### src/rtl/uart_tx_fifo.sv
// uart_tx_fifo: UART transmitter fed by a small synchronous FIFO.
//
// Words arrive on a valid/ready stream and are queued in the FIFO. The
// framing state machine drains the queue and sends each word LSB first as
// start bit, DATA_BITS data bits, an optional parity bit and 1 or 2 stop
// bits. While words remain queued, the frames are sent back to back.
//
// Ports:
//   clk         system clock, rising edge
//   rst_n       synchronous reset, active-low
//   s_data      word to transmit
//   s_valid     producer has a word on s_data
//   s_ready     FIFO can accept a word (not full)
//   cfg_parity  00 none, 01 even, 10 odd, 11 none (latched per frame)
//   cfg_stop2   0 = one stop bit, 1 = two stop bits (latched per frame)
//   tx          serial line, idle high, registered
//   busy        frame in progress or FIFO non-empty, registered
//   fifo_level  number of words currently in the FIFO
module uart_tx_fifo #(
  parameter int CLK_FREQ  = 12000000,
  parameter int BAUD      = 115200,
  parameter int DATA_BITS = 8,
  parameter int DEPTH     = 16
) (
  input  logic                     clk,
  input  logic                     rst_n,
  input  logic [DATA_BITS-1:0]     s_data,
  input  logic                     s_valid,
  output logic                     s_ready,
  input  logic [1:0]               cfg_parity,
  input  logic                     cfg_stop2,
  output logic                     tx,
  output logic                     busy,
  output logic [$clog2(DEPTH):0]   fifo_level
);

  localparam int DIV = (CLK_FREQ + BAUD / 2) / BAUD;
  localparam int CW  = (DIV > 1) ? $clog2(DIV) : 1;
  localparam int AW  = $clog2(DEPTH);
  localparam int LW  = AW + 1;
  localparam int BW  = $clog2(DATA_BITS);

  typedef enum logic [2:0] {IDLE, START, DATA, PARITY, STOP} state_t;

  function automatic logic frame_parity(input logic [DATA_BITS-1:0] d,
                                        input logic odd);
    return (^d) ^ odd;
  endfunction

  // FIFO storage and control
  logic [DATA_BITS-1:0] mem [DEPTH];
  logic [LW-1:0]        wr_ptr_q, rd_ptr_q;
  logic [LW-1:0]        level, level_d;
  logic                 ready_q;
  logic                 nempty_q;
  logic                 busy_q, busy_d;
  logic                 push, pop;
  logic [DATA_BITS-1:0] head;

  // Framing state
  state_t               state_q;
  logic [CW-1:0]        cnt_q;
  logic [BW-1:0]        bitn_q;
  logic [DATA_BITS-1:0] sh_q;
  logic                 par_en_q, par_q, stop2_q, stop_n_q;
  logic                 tx_q;
  logic                 bit_tick, last_stop;

  assign level     = wr_ptr_q - rd_ptr_q;
  assign head      = mem[rd_ptr_q[AW-1:0]];
  assign push      = s_valid && ready_q;
  assign bit_tick  = (cnt_q == CW'(DIV - 1));
  // Final tick of the stop period: after the second stop bit when two are used.
  assign last_stop = (state_q == STOP) && bit_tick && (!stop2_q || stop_n_q);
  // nempty_q lags the level by one cycle, so a word written into an empty
  // FIFO is only seen by the framer on the following cycle.
  assign pop       = nempty_q && ((state_q == IDLE) || last_stop);

  always_comb begin
    level_d = level;
    if (push) level_d = level_d + LW'(1);
    if (pop)  level_d = level_d - LW'(1);
    // Next-state view of busy so the registered output matches the
    // state/level it describes in the same cycle.
    busy_d = pop || (level_d != '0) || ((state_q != IDLE) && !last_stop);
  end

  always_ff @(posedge clk) begin
    if (push) mem[wr_ptr_q[AW-1:0]] <= s_data;
  end

  always_ff @(posedge clk) begin
    if (!rst_n) begin
      wr_ptr_q <= '0;
      rd_ptr_q <= '0;
      ready_q  <= 1'b0;
      nempty_q <= 1'b0;
      busy_q   <= 1'b0;
    end else begin
      if (push) wr_ptr_q <= wr_ptr_q + LW'(1);
      if (pop)  rd_ptr_q <= rd_ptr_q + LW'(1);
      ready_q  <= (level_d != LW'(DEPTH));
      nempty_q <= (level != '0);
      busy_q   <= busy_d;
    end
  end

  always_ff @(posedge clk) begin
    if (!rst_n) begin
      state_q  <= IDLE;
      cnt_q    <= '0;
      bitn_q   <= '0;
      par_en_q <= 1'b0;
      stop2_q  <= 1'b0;
      stop_n_q <= 1'b0;
      tx_q     <= 1'b1;
    end else if (pop) begin
      // Load a new frame; configuration is frozen for its duration.
      sh_q     <= head;
      par_en_q <= (cfg_parity == 2'b01) || (cfg_parity == 2'b10);
      par_q    <= frame_parity(head, cfg_parity == 2'b10);
      stop2_q  <= cfg_stop2;
      stop_n_q <= 1'b0;
      cnt_q    <= '0;
      state_q  <= START;
      tx_q     <= 1'b0;
    end else begin
      cnt_q <= bit_tick ? '0 : cnt_q + CW'(1);
      case (state_q)
        IDLE: begin
          cnt_q <= '0;
          tx_q  <= 1'b1;
        end
        START: begin
          if (bit_tick) begin
            state_q <= DATA;
            bitn_q  <= '0;
            tx_q    <= sh_q[0];
          end
        end
        DATA: begin
          if (bit_tick) begin
            sh_q <= sh_q >> 1;
            if (bitn_q == BW'(DATA_BITS - 1)) begin
              if (par_en_q) begin
                state_q <= PARITY;
                tx_q    <= par_q;
              end else begin
                state_q <= STOP;
                tx_q    <= 1'b1;
              end
            end else begin
              bitn_q <= bitn_q + BW'(1);
              tx_q   <= sh_q[1];
            end
          end
        end
        PARITY: begin
          if (bit_tick) begin
            state_q <= STOP;
            tx_q    <= 1'b1;
          end
        end
        STOP: begin
          if (bit_tick) begin
            if (stop2_q && !stop_n_q) begin
              stop_n_q <= 1'b1;
            end else begin
              // Queue empty at the end of the frame (otherwise pop wins).
              state_q <= IDLE;
              tx_q    <= 1'b1;
            end
          end
        end
        default: begin
          state_q <= IDLE;
          tx_q    <= 1'b1;
        end
      endcase
    end
  end

  assign s_ready    = ready_q;
  assign tx         = tx_q;
  assign busy       = busy_q;
  assign fifo_level = level;

endmodule
### config.mk
export PLATFORM = sky130hd
export DESIGN_NAME = uart_tx_fifo
export DESIGN_NICKNAME = d
export VERILOG_FILES = /design/src/rtl/uart_tx_fifo.sv
export SDC_FILE = /design/constraint.sdc
export NUM_CORES = 1
export LEC_CHECK = 0
export CAP_MARGIN = 10
export CELL_PAD_IN_SITES_DETAIL_PLACEMENT = 1
export CELL_PAD_IN_SITES_GLOBAL_PLACEMENT = 1
export CORE_ASPECT_RATIO = 0.8
export CORE_MARGIN = 1
export CORE_UTILIZATION = 54
export CTS_BUF_LIST = sky130_fd_sc_hd__clkbuf_8
export CTS_CLUSTER_DIAMETER = 200
export CTS_CLUSTER_SIZE = 12
export DETAILED_ROUTE_END_ITERATION = 16
export GPL_ROUTABILITY_DRIVEN = 0
export HOLD_SLACK_MARGIN = 0.03
export PLACE_DENSITY_LB_ADDON = 0.1
export SLEW_MARGIN = 15
export SYNTH_ARGS = -nofsm -noshare
export SYNTH_HDL_FRONTEND = slang
export SYNTH_SLANG_ARGS = --single-unit
export TNS_END_PERCENT = 30
### constraint.sdc
create_clock -name clk -period 3.7 [get_ports clk]
set_input_delay 0.37 -clock clk [delete_from_list [all_inputs] [get_ports clk]]
set_output_delay 0.37 -clock clk [all_outputs]
set_load 0.005 [all_outputs]
==> impl_metrics.env <==
export IMPL_status="complete, no violations"
export IMPL_synth_area_leader_cell="edfxtp_1"
export IMPL_track_usage=0.240
export IMPL_initial_core_util=0.561
export IMPL_die_area_sq_um=14000
export IMPL_hold_viol_final=0
export IMPL_worstHoldStart="cnt_q[0]"
export IMPL_synth_edf_count=137
export IMPL_synth_top_area_frac=0.562
export IMPL_start_kind="flip-flop"
export IMPL_synth_seq_cells=171
export IMPL_setup_violations=0
export IMPL_worstMarginPinSlew_ps=974
export IMPL_grt_pass1_vias=4400
export IMPL_drc=0
export IMPL_avgSynthCellArea_sq_um=15.1
export IMPL_ant_nets=0
export IMPL_cts_root_buf="clkbuf_8"
export IMPL_rrSetupSlack_ps=590
export IMPL_ys_seq_area_frac=0.655
export IMPL_syn_to_final_growth_pct=10.4
export IMPL_drt_iter0_markers=287
export IMPL_worstRegToRegCells=14
export IMPL_post_cts_resized=0
export IMPL_slew_violations=0
export IMPL_place_inst=676
export IMPL_hold_buffers=0
export IMPL_post_dp_cell_area_sq_um=7730
export IMPL_clkLatencyLatePin_ps=460
export IMPL_max_cap_viol_count=0
export IMPL_syn_area_sq_um=7320
export IMPL_cp_max_fo=8
export IMPL_finClkSkew_ps=14.5
export IMPL_fin_cells=708
export IMPL_synth_area_top_cells="edfxtp_1 (56%), dfxtp_1 (9.3%), mux4_2 (8.0%)"
export IMPL_drive_above_1_share=0.143
export IMPL_clock_sinks=171
export IMPL_rows=37
export IMPL_fin_tns_setup_ps=0
export IMPL_postRouteWirelength_um=15300
export IMPL_holdPathEnd="cnt_q[0]"
export IMPL_grt_overflow=0
export IMPL_grt_pass1_wl_um=24400
export IMPL_synthCells=485
export IMPL_htree_levels=4
export IMPL_synth_ff_type="edfxtp_1"
export IMPL_cts_tree="yes"
export IMPL_design_area_sq_um=8080
export IMPL_yosys_warnings=0
export IMPL_finish_net_count=551
export IMPL_max_freq_mhz=314
export IMPL_hold_path_class="flip-flop to flip-flop"
export IMPL_post_cts_setup_buffer_count=0
export IMPL_async_flop_share=0
export IMPL_die_h_um=106
export IMPL_ir_drop_mv=0.357
export IMPL_r2r_end="busy"
export IMPL_synth_cell_types=49
export IMPL_finalCritPeriodShare=0.861
export IMPL_dr_pass1_iters=4
export IMPL_clockBufferDepth=2
export IMPL_cp_end_kind="output port"
export IMPL_grt_max_degree=28
export IMPL_dp_hpwl_um=10600
export IMPL_core_sq_um=13100
export IMPL_drt_wirelength_per_cell_um=21.7
export IMPL_viasPerCell=5.80
export IMPL_die_w_um=132
export IMPL_diodes=0
export IMPL_antenna_found_initial=0
export IMPL_synth_nets=516
export IMPL_period_minus_slack_ps=3190
export IMPL_critPathRequiredTime_ps=3330
export IMPL_setup_worst_path_start="wr_ptr_q[0]"
export IMPL_r2r_start="wr_ptr_q[0]"
export IMPL_min_path_cells=1
export IMPL_leakage_nw=2.67
export IMPL_rsz0062_at_grt="no"
export IMPL_path_clk_slew_ps=80
export IMPL_io_pins=22
export IMPL_slew_headroom=0.348
export IMPL_critical_path_class="flip-flop to output port"
export IMPL_cts_buffers=17
export IMPL_p_per_area_nw_per_um2=624
export IMPL_worstPathArrival_ps=2820
export IMPL_io_buffers=21
export IMPL_vias=4106
worst max path at each step:
stage	cells after the start	endpoint	slack, ps
CTS	6	fifo_level[2]	470
global route	6	fifo_level[2]	320
floorplan	14	busy	980
global placement	14	busy	790
detailed placement	14	busy	610
finish	6	fifo_level[2]	510
sequential cells by signal, summed over array words and instances, names as in the netlist, 3 cells and up, named ones only:
| signal | count |
|---|---|
| mem | 128 |
| rd_ptr_q | 5 |
| state_q | 3 |
| cnt_q | 7 |
| wr_ptr_q | 5 |
| bitn_q | 3 |
| sh_q | 8 |
Yosys cell counts, types with 6 or more instances:
master      n
nand2b_1    7
a22oi_1     6
o21ai_0     8
nor2_1     46
edfxtp_1  137
ha_1       16
mux4_1      7
a21oi_1    14
clkbuf_1    8
nand2_1    45
inv_1      11
mux4_2     26
nand3_1    15
xnor2_1    18
xor2_1     11
nor3_1      9
nor2b_1     9
dfxtp_1    34
report_power, final:
part / leakage, nW / switching, W / internal, W / total (W)
sequential: 1.51 / 0.0000931 / 0.00221 / 0.00230
combinational: 0.956 / 0.000785 / 0.000770 / 0.00156
clock: 0.204 / 0.000639 / 0.000551 / 0.00119
critical path, cell delays in order (launching register included):
cell and delay [ps]:
dfxtp_1 360, inv_1 130, ha_1 200, inv_1 60, fa_1 420, xor2_1 570
clkdlybuf4s50_1 620
kinds of logic (layout without fill, tap and decap cells):
kind of cell	after synthesis	count (layout)	share of synthesized area
flip-flops	171	171	0.655
multiplexers	37	37	0.111
adder cells (fa/ha/maj)	17	17	0.0301
AND/OR/NAND/NOR	152	152	0.100
AO/OA/AOI/OAI	45	45	0.0400
buffers and inverters	33	81	0.0272
XOR/XNOR	30	30	0.0369
stage by stage:
step	utilization	power (W)	hold slack, ps	setup WS, ps
2_1_floorplan	-	0.00350	418	976
3_3_place_gp	0.592	0.00384	430	791
3_5_place_dp	0.592	0.00391	458	610
4_1_cts	0.619	0.00510	450	466
5_1_grt	0.619	0.00532	449	321
6_report	0.619	0.00504	465	513
per-layer routing:
| layer | share of wire | up-vias | track usage |
|---|---|---|---|
| li1 | - | 1893 | - |
| met1 | 0.46 | 2137 | 0.339 |
| met2 | 0.48 | 64 | 0.377 |
| met3 | 0.048 | 12 | 0.0544 |
| met4 | 0.0098 | 0 | 0.0739 |
| met5 | 0 | - | 0 |
area by class of cell:
type,count,area [sq um]
sequential,171,4800
clock inverter,13,88.8
timing repair buffer,38,350
fill,1253,4970
tap,175,219
multi-input combinational,281,2330
clock buffer,19,262
inverter,11,41.3
cells in the final DEF (no fill, tap or decap), types with 2 or more instances in the layout:
| master | Yosys | layout |
|---|---|---|
| edfxtp_1 | 137 | 137 |
| nor2_1 | 46 | 46 |
| nand2_1 | 45 | 45 |
| dfxtp_1 | 34 | 33 |
| mux4_2 | 26 | 26 |
| clkdlybuf4s50_1 | 0 | 21 |
| clkbuf_8 | 3 | 19 |
| xnor2_1 | 18 | 18 |
| inv_1 | 11 | 17 |
| ha_1 | 16 | 16 |
| buf_4 | 2 | 16 |
| nand3_1 | 15 | 15 |
| a21oi_1 | 14 | 14 |
| xor2_1 | 11 | 11 |
| nor2b_1 | 9 | 9 |
| nor3_1 | 9 | 9 |
| o21ai_0 | 8 | 8 |
| mux4_1 | 7 | 7 |
| nand2b_1 | 7 | 7 |
| a22oi_1 | 6 | 6 |
| nand4_1 | 5 | 5 |
| mux2i_1 | 4 | 4 |
| a211oi_1 | 4 | 4 |
| and3_1 | 3 | 3 |
| o21a_1 | 3 | 3 |
| and2_1 | 3 | 3 |
| a31oi_1 | 3 | 3 |
| inv_4 | 0 | 3 |
| nor3b_1 | 2 | 2 |
| clkinv_2 | 0 | 2 |
Note: power is estimated with default switching activity, not from simulation.
==> patch, RTL diff (config.mk and constraints unchanged) <==
Encoding of `state_t`: now one-hot (5 bits for 5 states).
--- a/src/rtl/uart_tx_fifo.sv
+++ b/src/rtl/uart_tx_fifo.sv
@@ -40,7 +40,7 @@
   localparam int LW  = AW + 1;
   localparam int BW  = $clog2(DATA_BITS);
 
-  typedef enum logic [2:0] {IDLE, START, DATA, PARITY, STOP} state_t;
+  typedef enum logic [4:0] {IDLE = 5'b00001, START = 5'b00010, DATA = 5'b00100, PARITY = 5'b01000, STOP = 5'b10000} state_t;
 
   function automatic logic frame_parity(input logic [DATA_BITS-1:0] d,
                                         input logic odd);
Behaviour: no difference found for any inputs over 10 cycles, from zero or initial values and one cycle with rst_n low; not proved beyond that.
==> patch against the unedited design <==
Worst setup slack improved by 0.036 ns. Total power fell by 0.20%. Via count rose by 2.8%. Worst hold slack got worse by 0.013 ns. Area after synthesis fell by 0.72%. Routed wire length rose by 9.1%. Sequential cell count rose by 2. Cell area rose by 0.62%. Synthesized cell count rose by 0.41%.
==> patch: results (changes against the unedited design) <==
Setup path
The worst-case register-to-register setup slack is 0.81 ns (was 0.59 ns). The startpoint of the lowest-slack register-to-register path is cnt_q[0] (was wr_ptr_q[0]). The worst reg2reg path endpoint is sh_q[7] (was busy). The path depth of the worst reg2reg path was 6 (was 14).

Route
The violation count after the first detailed-route iteration was 288 (was 287). The number of iterations in the first detailed-routing pass is 5 (was 4). The average routed wire per standard cell is 23.4 um (was 21.7 um). The amount of wire on met3 after detailed routing came to 704 um (was 736 um). The routed via count divided by cell count was 5.90 (was 5.80). The amount of wire on met2 after detailed routing was 8210 um (was 7400 um).

Global route
The via count of the first global-routing pass came to 4556 (was 4400). The combined global-route utilization of all metal layers was 26.1% (was 24.0%).

Final layout
The layout overhead on the synthesized area is 11.9% (was 10.4%). The number of fill cells is 1225 (was 1253). The clock-cell share of area is 4.51% (was 4.33%).

The layout buffer count excluding clock buffers is 42 (was 38). The non-clock inverter count in the final layout is 15 (was 11). The sequential fraction of total cell area is 59.5% (was 59.3%).

Power and ir drop
The relative contribution of combinational cells to total power was 29.1% (was 30.8%). The worst ir drop on vdd is 0.306 mV (was 0.357 mV). The static leakage is 2.71 nW (was 2.67 nW).

Yosys
Main area contributors after synthesis: sky130_fd_sc_hd__edfxtp_1 (57%), sky130_fd_sc_hd__mux4_2 (10%), sky130_fd_sc_hd__dfxtp_1 (9.9%), sky130_fd_sc_hd__ha_1 (2.8%), sky130_fd_sc_hd__nand2_1 (2.7%) (was sky130_fd_sc_hd__edfxtp_1 (56%), sky130_fd_sc_hd__dfxtp_1 (9.3%), sky130_fd_sc_hd__mux4_2 (8.0%), sky130_fd_sc_hd__ha_1 (2.7%), sky130_fd_sc_hd__mux4_1 (2.5%)). The net count after synthesis was 518 (was 516). The count of different cell masters after synthesis is 45 (was 49). The multiplexer fraction of the synthesized cell area was 11.2% (was 11.1%). Commonest cells in the netlist: sky130_fd_sc_hd__edfxtp_1 (137), sky130_fd_sc_hd__nand2_1 (53), sky130_fd_sc_hd__nor2_1 (39) (was sky130_fd_sc_hd__edfxtp_1 (137), sky130_fd_sc_hd__nor2_1 (46), sky130_fd_sc_hd__nand2_1 (45)). The share of synthesized area occupied by flip-flops and latches was 66.5% (was 65.5%). The compound-cell area share of the yosys netlist is 3.75% (was 4.00%).

Placement
The placed cell count is 684 (was 676).

Die
The x dimension of the die is 132 um (about the same).

Status
Result of the run: completed (unchanged).

STA
The achievable frequency is 0.317 GHz (was 0.314 GHz).
-- patch: cell count changes after synthesis, sizes merged, moves of 3 or more --
cell	unedited run	this run
nor2	46	39
nor2b	9	6
xor2	11	8
and2	3	7
nand2	45	53
nand3b	0	3
o21ai	9	4
inv	11	15
mux2i	4	7
-- patch: how the worst min path moves through the flow --
stage	slack [ns]	start	to
final	0.45	cnt_q[0]	cnt_q[0]
after global routing	0.46	cfg_stop2	stop2_q
after CTS	0.45	cfg_stop2	stop2_q
after detailed placement	0.44	cnt_q[0]	cnt_q[0]
after global placement	0.43	cnt_q[0]	cnt_q[0]
after floorplan	0.42	cnt_q[0]	cnt_q[0]
-- patch: layer usage --
layer | global-route usage (%) | up-vias
met4 | 9.63 | 0
met1 | 34.8 | 2197
li1 | - | 1902
met5 | 0 | -
met3 | 5.00 | 21
met2 | 43.0 | 102
